[src/rtl/cfg_bus_pkg.sv]
// Shared types and widths for the configuration register bus arbiter.
package cfg_bus_pkg;

  localparam int ADDR_W = 14;
  localparam int DATA_W = 32;
  localparam int BE_W   = 4;

  typedef enum logic [1:0] {
    IDLE    = 2'd0,
    ISSUE   = 2'd1,
    RD_WAIT = 2'd2
  } state_t;

  // One latched bus command plus the master that owns it.
  typedef struct packed {
    logic              wr;
    logic [ADDR_W-1:0] addr;
    logic [BE_W-1:0]   be;
    logic [DATA_W-1:0] data;
    logic              owner;
  } cmd_t;

endpackage

[src/rtl/cfg_bus_arb_rr_arb2.sv]
// Two-request round-robin arbiter: purely combinational grant selection.
// On a tie the master that did not win last time is chosen; the caller
// registers last_grant_nxt_o to remember the winner.
module rr_arb2 (
  input  logic [1:0] req_i,
  input  logic       last_grant_i,
  input  logic       update_i,
  output logic       gnt_vld_o,
  output logic       gnt_o,
  output logic       last_grant_nxt_o
);

  // Pick the winner from the request pair and the previous winner.
  always_comb begin
    gnt_vld_o        = |req_i;
    gnt_o            = 1'b0;
    last_grant_nxt_o = last_grant_i;
    case (req_i)
      2'b01:   gnt_o = 1'b0;
      2'b10:   gnt_o = 1'b1;
      2'b11:   gnt_o = ~last_grant_i;
      default: gnt_o = 1'b0;
    endcase
    if (update_i) begin
      last_grant_nxt_o = gnt_o;
    end else begin
      last_grant_nxt_o = last_grant_i;
    end
  end

endmodule

[src/rtl/cfg_bus_arb.sv]
// Two-master arbiter for the configuration register bus. One transaction
// at a time; reads wait for the slave's valid pulse or time out with a
// fixed data word and a sticky flag. Every output comes from a register.
module cfg_bus_arb
  import cfg_bus_pkg::*;
#(
  parameter int                TIMEOUT_CYC  = 255,
  parameter logic [DATA_W-1:0] TIMEOUT_DATA = 32'hDEAD_BEEF
) (
  input  logic              clk,
  input  logic              rst,
  input  logic              m0_wr_en,
  input  logic              m0_rd_en,
  input  logic [BE_W-1:0]   m0_byte_enable,
  input  logic [ADDR_W-1:0] m0_addr,
  input  logic [DATA_W-1:0] m0_wr_data,
  output logic              m0_wait_request,
  output logic [DATA_W-1:0] m0_rd_data,
  output logic              m0_rd_data_vld,
  input  logic              m1_wr_en,
  input  logic              m1_rd_en,
  input  logic [BE_W-1:0]   m1_byte_enable,
  input  logic [ADDR_W-1:0] m1_addr,
  input  logic [DATA_W-1:0] m1_wr_data,
  output logic              m1_wait_request,
  output logic [DATA_W-1:0] m1_rd_data,
  output logic              m1_rd_data_vld,
  output logic              reg_wr_en,
  output logic              reg_rd_en,
  output logic [BE_W-1:0]   reg_byte_enable,
  output logic [ADDR_W-1:0] reg_addr,
  output logic [DATA_W-1:0] reg_wr_data,
  input  logic [DATA_W-1:0] reg_rd_data,
  input  logic              reg_rd_data_vld,
  output logic              timeout_flag,
  input  logic              timeout_clr
);

  localparam int               CNT_W    = $clog2(TIMEOUT_CYC + 1);
  localparam logic [CNT_W-1:0] CNT_LAST = CNT_W'(TIMEOUT_CYC - 1);
  localparam logic [CNT_W-1:0] CNT_MAX  = {CNT_W{1'b1}};

  state_t            state_q, state_d;
  cmd_t              cmd_q, cmd_d, gcmd_s;
  logic [CNT_W-1:0]  cnt_q, cnt_d;
  logic              last_grant_q, last_grant_nxt_s;
  logic              gnt_vld_s, gnt_s, update_s;
  logic [1:0]        req_s;
  logic              wr_en_q, wr_en_d, rd_en_q, rd_en_d;
  logic              m0_wait_q, m0_wait_d, m1_wait_q, m1_wait_d;
  logic              m0_vld_q, m0_vld_d, m1_vld_q, m1_vld_d;
  logic [DATA_W-1:0] m0_rdata_q, m0_rdata_d, m1_rdata_q, m1_rdata_d;
  logic              tmo_flag_q, tmo_flag_d, tmo_set_s;

  // A dual-strobe command still counts as a request; it becomes a write.
  assign req_s    = {m1_wr_en | m1_rd_en, m0_wr_en | m0_rd_en};
  assign update_s = (state_q == IDLE) & gnt_vld_s;

  rr_arb2 u_rr_arb2 (
    .req_i            (req_s),
    .last_grant_i     (last_grant_q),
    .update_i         (update_s),
    .gnt_vld_o        (gnt_vld_s),
    .gnt_o            (gnt_s),
    .last_grant_nxt_o (last_grant_nxt_s)
  );

  // Mux the granted master's command; write strobe has priority over read.
  always_comb begin
    gcmd_s = '0;
    if (gnt_s) begin
      gcmd_s = '{wr: m1_wr_en, addr: m1_addr, be: m1_byte_enable,
                 data: m1_wr_data, owner: 1'b1};
    end else begin
      gcmd_s = '{wr: m0_wr_en, addr: m0_addr, be: m0_byte_enable,
                 data: m0_wr_data, owner: 1'b0};
    end
  end

  // Next-state and next-output logic for the transaction FSM.
  always_comb begin
    state_d    = state_q;
    cmd_d      = cmd_q;
    cnt_d      = cnt_q;
    wr_en_d    = 1'b0;
    rd_en_d    = 1'b0;
    m0_wait_d  = 1'b1;
    m1_wait_d  = 1'b1;
    m0_vld_d   = 1'b0;
    m1_vld_d   = 1'b0;
    m0_rdata_d = m0_rdata_q;
    m1_rdata_d = m1_rdata_q;
    tmo_set_s  = 1'b0;
    case (state_q)
      IDLE: begin
        if (gnt_vld_s) begin
          cmd_d     = gcmd_s;
          wr_en_d   = gcmd_s.wr;
          rd_en_d   = ~gcmd_s.wr;
          m0_wait_d = gcmd_s.owner;
          m1_wait_d = ~gcmd_s.owner;
          state_d   = ISSUE;
        end else begin
          state_d = IDLE;
        end
      end
      ISSUE: begin
        if (cmd_q.wr) begin
          state_d = IDLE;
        end else begin
          state_d = RD_WAIT;
          cnt_d   = '0;
        end
      end
      RD_WAIT: begin
        // Real data beats a timeout that would fire in the same cycle.
        if (reg_rd_data_vld || (cnt_q == CNT_LAST)) begin
          tmo_set_s = ~reg_rd_data_vld;
          state_d   = IDLE;
          if (cmd_q.owner) begin
            m1_vld_d   = 1'b1;
            m1_rdata_d = reg_rd_data_vld ? reg_rd_data : TIMEOUT_DATA;
          end else begin
            m0_vld_d   = 1'b1;
            m0_rdata_d = reg_rd_data_vld ? reg_rd_data : TIMEOUT_DATA;
          end
        end else if (cnt_q != CNT_MAX) begin
          cnt_d = cnt_q + CNT_W'(1);
        end else begin
          cnt_d = cnt_q;
        end
      end
      default: state_d = IDLE;
    endcase
    // A timeout in the same cycle as a clear leaves the flag set.
    if (tmo_set_s) begin
      tmo_flag_d = 1'b1;
    end else if (timeout_clr) begin
      tmo_flag_d = 1'b0;
    end else begin
      tmo_flag_d = tmo_flag_q;
    end
  end

  // State, counter and output registers with synchronous reset.
  always_ff @(posedge clk) begin
    if (rst) begin
      state_q      <= IDLE;
      cmd_q        <= '0;
      cnt_q        <= '0;
      last_grant_q <= 1'b1;
      wr_en_q      <= 1'b0;
      rd_en_q      <= 1'b0;
      m0_wait_q    <= 1'b1;
      m1_wait_q    <= 1'b1;
      m0_vld_q     <= 1'b0;
      m1_vld_q     <= 1'b0;
      m0_rdata_q   <= '0;
      m1_rdata_q   <= '0;
      tmo_flag_q   <= 1'b0;
    end else begin
      state_q      <= state_d;
      cmd_q        <= cmd_d;
      cnt_q        <= cnt_d;
      last_grant_q <= last_grant_nxt_s;
      wr_en_q      <= wr_en_d;
      rd_en_q      <= rd_en_d;
      m0_wait_q    <= m0_wait_d;
      m1_wait_q    <= m1_wait_d;
      m0_vld_q     <= m0_vld_d;
      m1_vld_q     <= m1_vld_d;
      m0_rdata_q   <= m0_rdata_d;
      m1_rdata_q   <= m1_rdata_d;
      tmo_flag_q   <= tmo_flag_d;
    end
  end

  assign m0_wait_request = m0_wait_q;
  assign m1_wait_request = m1_wait_q;
  assign m0_rd_data      = m0_rdata_q;
  assign m1_rd_data      = m1_rdata_q;
  assign m0_rd_data_vld  = m0_vld_q;
  assign m1_rd_data_vld  = m1_vld_q;
  assign reg_wr_en       = wr_en_q;
  assign reg_rd_en       = rd_en_q;
  assign reg_addr        = cmd_q.addr;
  assign reg_byte_enable = cmd_q.be;
  assign reg_wr_data     = cmd_q.data;
  assign timeout_flag    = tmo_flag_q;

endmodule

[config.mk]
export PLATFORM = sky130hd
export DESIGN_NAME = cfg_bus_arb
export DESIGN_NICKNAME = d
export VERILOG_FILES = /design/src/rtl/cfg_bus_pkg.sv /design/src/rtl/cfg_bus_arb_rr_arb2.sv /design/src/rtl/cfg_bus_arb.sv
export SDC_FILE = /design/constraint.sdc
export NUM_CORES = 1
export LEC_CHECK = 0
export ABC_AREA = 1
export CORE_MARGIN = 5
export CORE_UTILIZATION = 42
export CTS_BUF_LIST = sky130_fd_sc_hd__clkbuf_16
export DETAILED_ROUTE_END_ITERATION = 10
export GPL_ROUTABILITY_DRIVEN = 0
export PLACE_DENSITY = 0.89
export SYNTH_ARGS = -nofsm -noshare
export SYNTH_HDL_FRONTEND = slang
export SYNTH_SLANG_ARGS = --single-unit
[constraint.sdc]
create_clock -name clk -period 1.9 [get_ports clk]
set_clock_uncertainty 0.1 [all_clocks]
set_input_delay 0.57 -clock clk [delete_from_list [all_inputs] [get_ports clk]]
set_output_delay 0.57 -clock clk [all_outputs]
set_load 0.01 [all_outputs]
==> impl_results.md <==
- Clock slew at reported path FFs: around 0.060 ns
- PwrDens: 896 nW/um2
- GRT Util Overall: 0.221
- Synth cell types: 26
- Routed Wire Length: 18300 um
- Syn_area_per_cell: around 7.3 um2
- Row count: 42
- Die ar.: 16200 um2
- Synthesized area: 5780 um2
- Least-Margin Pin Slew: approximately 0.36 ns
- Final nets: 1159
- Synth warn: 0
- Share of the clock period used by the worst path: 0.935
- Vias/cell: 4.98
- Clock latency on the worst-skew pair: 0.41 ns
- Largest net degree at the start of global routing: 37
- Max rail drop VDD: 0.571 mV
- Port buffer count: 260
- CP cell instances: clkdlybuf4s50_1, inv_1, buf_4, or2_2, o21ai_0, nor2_1
- Sequential Area: approximately 2700 um2
- Setup TNS: 0 ns
- Area of the core: ~13000 um2
- Initial antenna violation count: 0
- H-Tree Depth: 4
- Setup WS pre-CTS: -0.274 ns
- Max clock buf depth: 2
- CP bufs+invs: 3
- Dpl hpwl: 13600 um
- Min Clock Period, post-route: 1.78 ns
- Commonest non-fill, non-tap cell in the layout: nand2_1
- Syn nets: 934
- Vias in the first global route: 5948
- Final instance area: roughly 9000 um2
- Area of the multi-input gates: 2380 um2
- First-pass GRT wire length: 28800 um
- Num ports: 261
- Data arrival, critical path: 1.97 ns
- Ant diodes: 0
- Pwr Total: 8.00 mW
- Crit start category: input port
- # clock sinks: 134
- Final hold violations: 0
- Max Cap Viol: 0
- Area grow syn2layout: 54.4%
- Layout cell share with drive strength beyond 1: 0.109
- Biggest cell delay along the critical path: 0.49 ns
- Via count: 6011
- Seq/Total Area, Yosys: 0.464
- Max-slew violation count: 0
- Data required time at the worst endpoint: 2.09 ns
- CTS tree: done
- Leakage: 4.07 nW
- Worst r2r path cells: 10
- GR Overflow Total: 0
- Setup WS post-layout: ~0.12 ns
- DRT Pass-1 Iters: 5
- Dpl cell area: 8460 um2
- Routed length per instance: 15.2 um
- DIE HEIGHT: 127 um
- Hold crit path type: flop to flop
- CTS Buf Count: 17
- Starting Density: 0.433
- Root buffer cell: clkbuf_16
- Fill count: around 1.1k
- DRT iter0 DRCs: 475
- RSZ-0062 raised after global routing: false
- Most frequent cells in the layout: nand2_1, clkdlybuf4s50_1, dfxtp_1, dlygate4sd2_1, nor2_1
- DRC viols: 0
- # setup viols final: 0
- Post-Syn Instances: ~790
- Crit-path max FO: 16
- Fin Hold WS: 0.358 ns
- Worst Hold Depth: 2
- Antenna Violating Nets Remaining: 0
- Max_slew headroom: 0.759
- Outcome: finished clean
- Kind of cell adding the most delay to the critical path: buffers and inverters
- Max Freq: 563 MHz
- FF+latch count, synth: 134
- Die W: 127 um
- Slowest stage cell, crit path: clkdlybuf4s50_1
- CTS Hold Bufs: 0
- CP Depth: 6
- Crit Path Class: input port to flop
- Critical path endpoint category: flop
layout make-up:
type,instances,share of cell area
Clock inverter,15,0.0224
Clock buffer,17,0.0476
Timing Repair Buffer,304,0.324
Tap cell,176,0.0247
Sequential cell,134,0.300
Inverter,33,0.0139
Multi-Input combinational cell,527,0.267
routing by layer:
metal	up-vias	share of wire	global-route usage
li1	2948	-	-
met1	2721	0.38	0.252
met2	298	0.49	0.373
met3	44	0.10	0.0722
met4	0	0.031	0.104
met5	-	0	0
registers in the layout, summed over array words and instances, names as in the netlist:
name and count:
cmd_q 2, cnt_q 8, last_grant_q 1, m0_rd_data 32
m0_rd_data_vld 1, m0_wait_request 1, m1_rd_data 32, m1_rd_data_vld 1
m1_wait_request 1, reg_addr 14, reg_byte_enable 4, reg_rd_en 1
reg_wr_data 32, reg_wr_en 1, state_q 2, timeout_flag 1
worst min-delay path, cell delays in order (launching register included):
cell and delay, ns:
dfxtp_1 0.31, nand2_1 0.06, a21oi_1 0.05
logic make-up (layout without fill, tap and decap cells):
family	after synthesis	after routing	share of synthesized area
buf+inv	131	369	0.125
compound gates	118	118	0.107
fa+ha+maj	2	2	0.00433
flops	134	134	0.464
simple gates	407	407	0.300
cell usage after synthesis:
library cell / n / share of area
a211oi_1: 1 / 0.0013
a21oi_1: 50 / 0.043
a31oi_1: 18 / 0.019
and2_1: 1 / 0.0011
buf_1: 2 / 0.0013
buf_2: 22 / 0.019
buf_4: 50 / 0.065
buf_6: 2 / 0.0039
clkbuf_1: 22 / 0.014
dfxtp_1: 134 / 0.46
ha_1: 2 / 0.0043
inv_1: 31 / 0.020
inv_2: 2 / 0.0013
nand2_1: 211 / 0.14
nand2_2: 2 / 0.0022
nand2_4: 1 / 0.0019
nand3_1: 74 / 0.064
nand3_4: 1 / 0.0030
nand4_1: 2 / 0.0022
nor2_1: 81 / 0.053
nor2_2: 5 / 0.0054
nor3_1: 3 / 0.0026
nor3b_1: 1 / 0.0013
o21ai_0: 48 / 0.042
o22ai_1: 1 / 0.0011
or2_2: 25 / 0.027
path summary, 6_finish.rpt:
kind / slack, ns / end / from
hold / removal: 0.36 / m0_rd_data[0]$_SDFFE_PP0P_ / m0_rd_data[0]$_SDFFE_PP0P_
setup / recovery: 0.12 / m1_rd_data[26]$_SDFFE_PP0P_ / reg_rd_data_vld
hold reg to reg: 0.36 / m0_rd_data[0]$_SDFFE_PP0P_ / m0_rd_data[0]$_SDFFE_PP0P_
setup reg to reg: 0.13 / m1_rd_data[5]$_SDFFE_PP0P_ / cnt_q[1]$_SDFFE_PP0P_
timing repair:
item / in CTS / in global routing
resized for setup: 121 / 0
setup buffers: 0 / 0
endpoints found under the hold margin: 0 / 0
endpoints found under the setup margin: 121 / 0
per-stage QoR:
stage          utilization  std cells
2_1_floorplan            -        792
3_3_place_gp         0.633       1174
3_5_place_dp         0.633       1174
4_1_cts              0.669       1206
5_1_grt              0.669       1206
6_report             0.669       1206
report_power, final:
group | leakage [nW] | total [mW] | switching (mW) | internal, mW
clock network | 0.300 | 3.47 | 1.26 | 2.20
registers | 1.09 | 3.14 | 0.112 | 3.03
logic | 2.68 | 1.39 | 0.681 | 0.711
total | 4.07 | 8.00 | 2.05 | 5.94
Power figures use the tool's default switching activity.
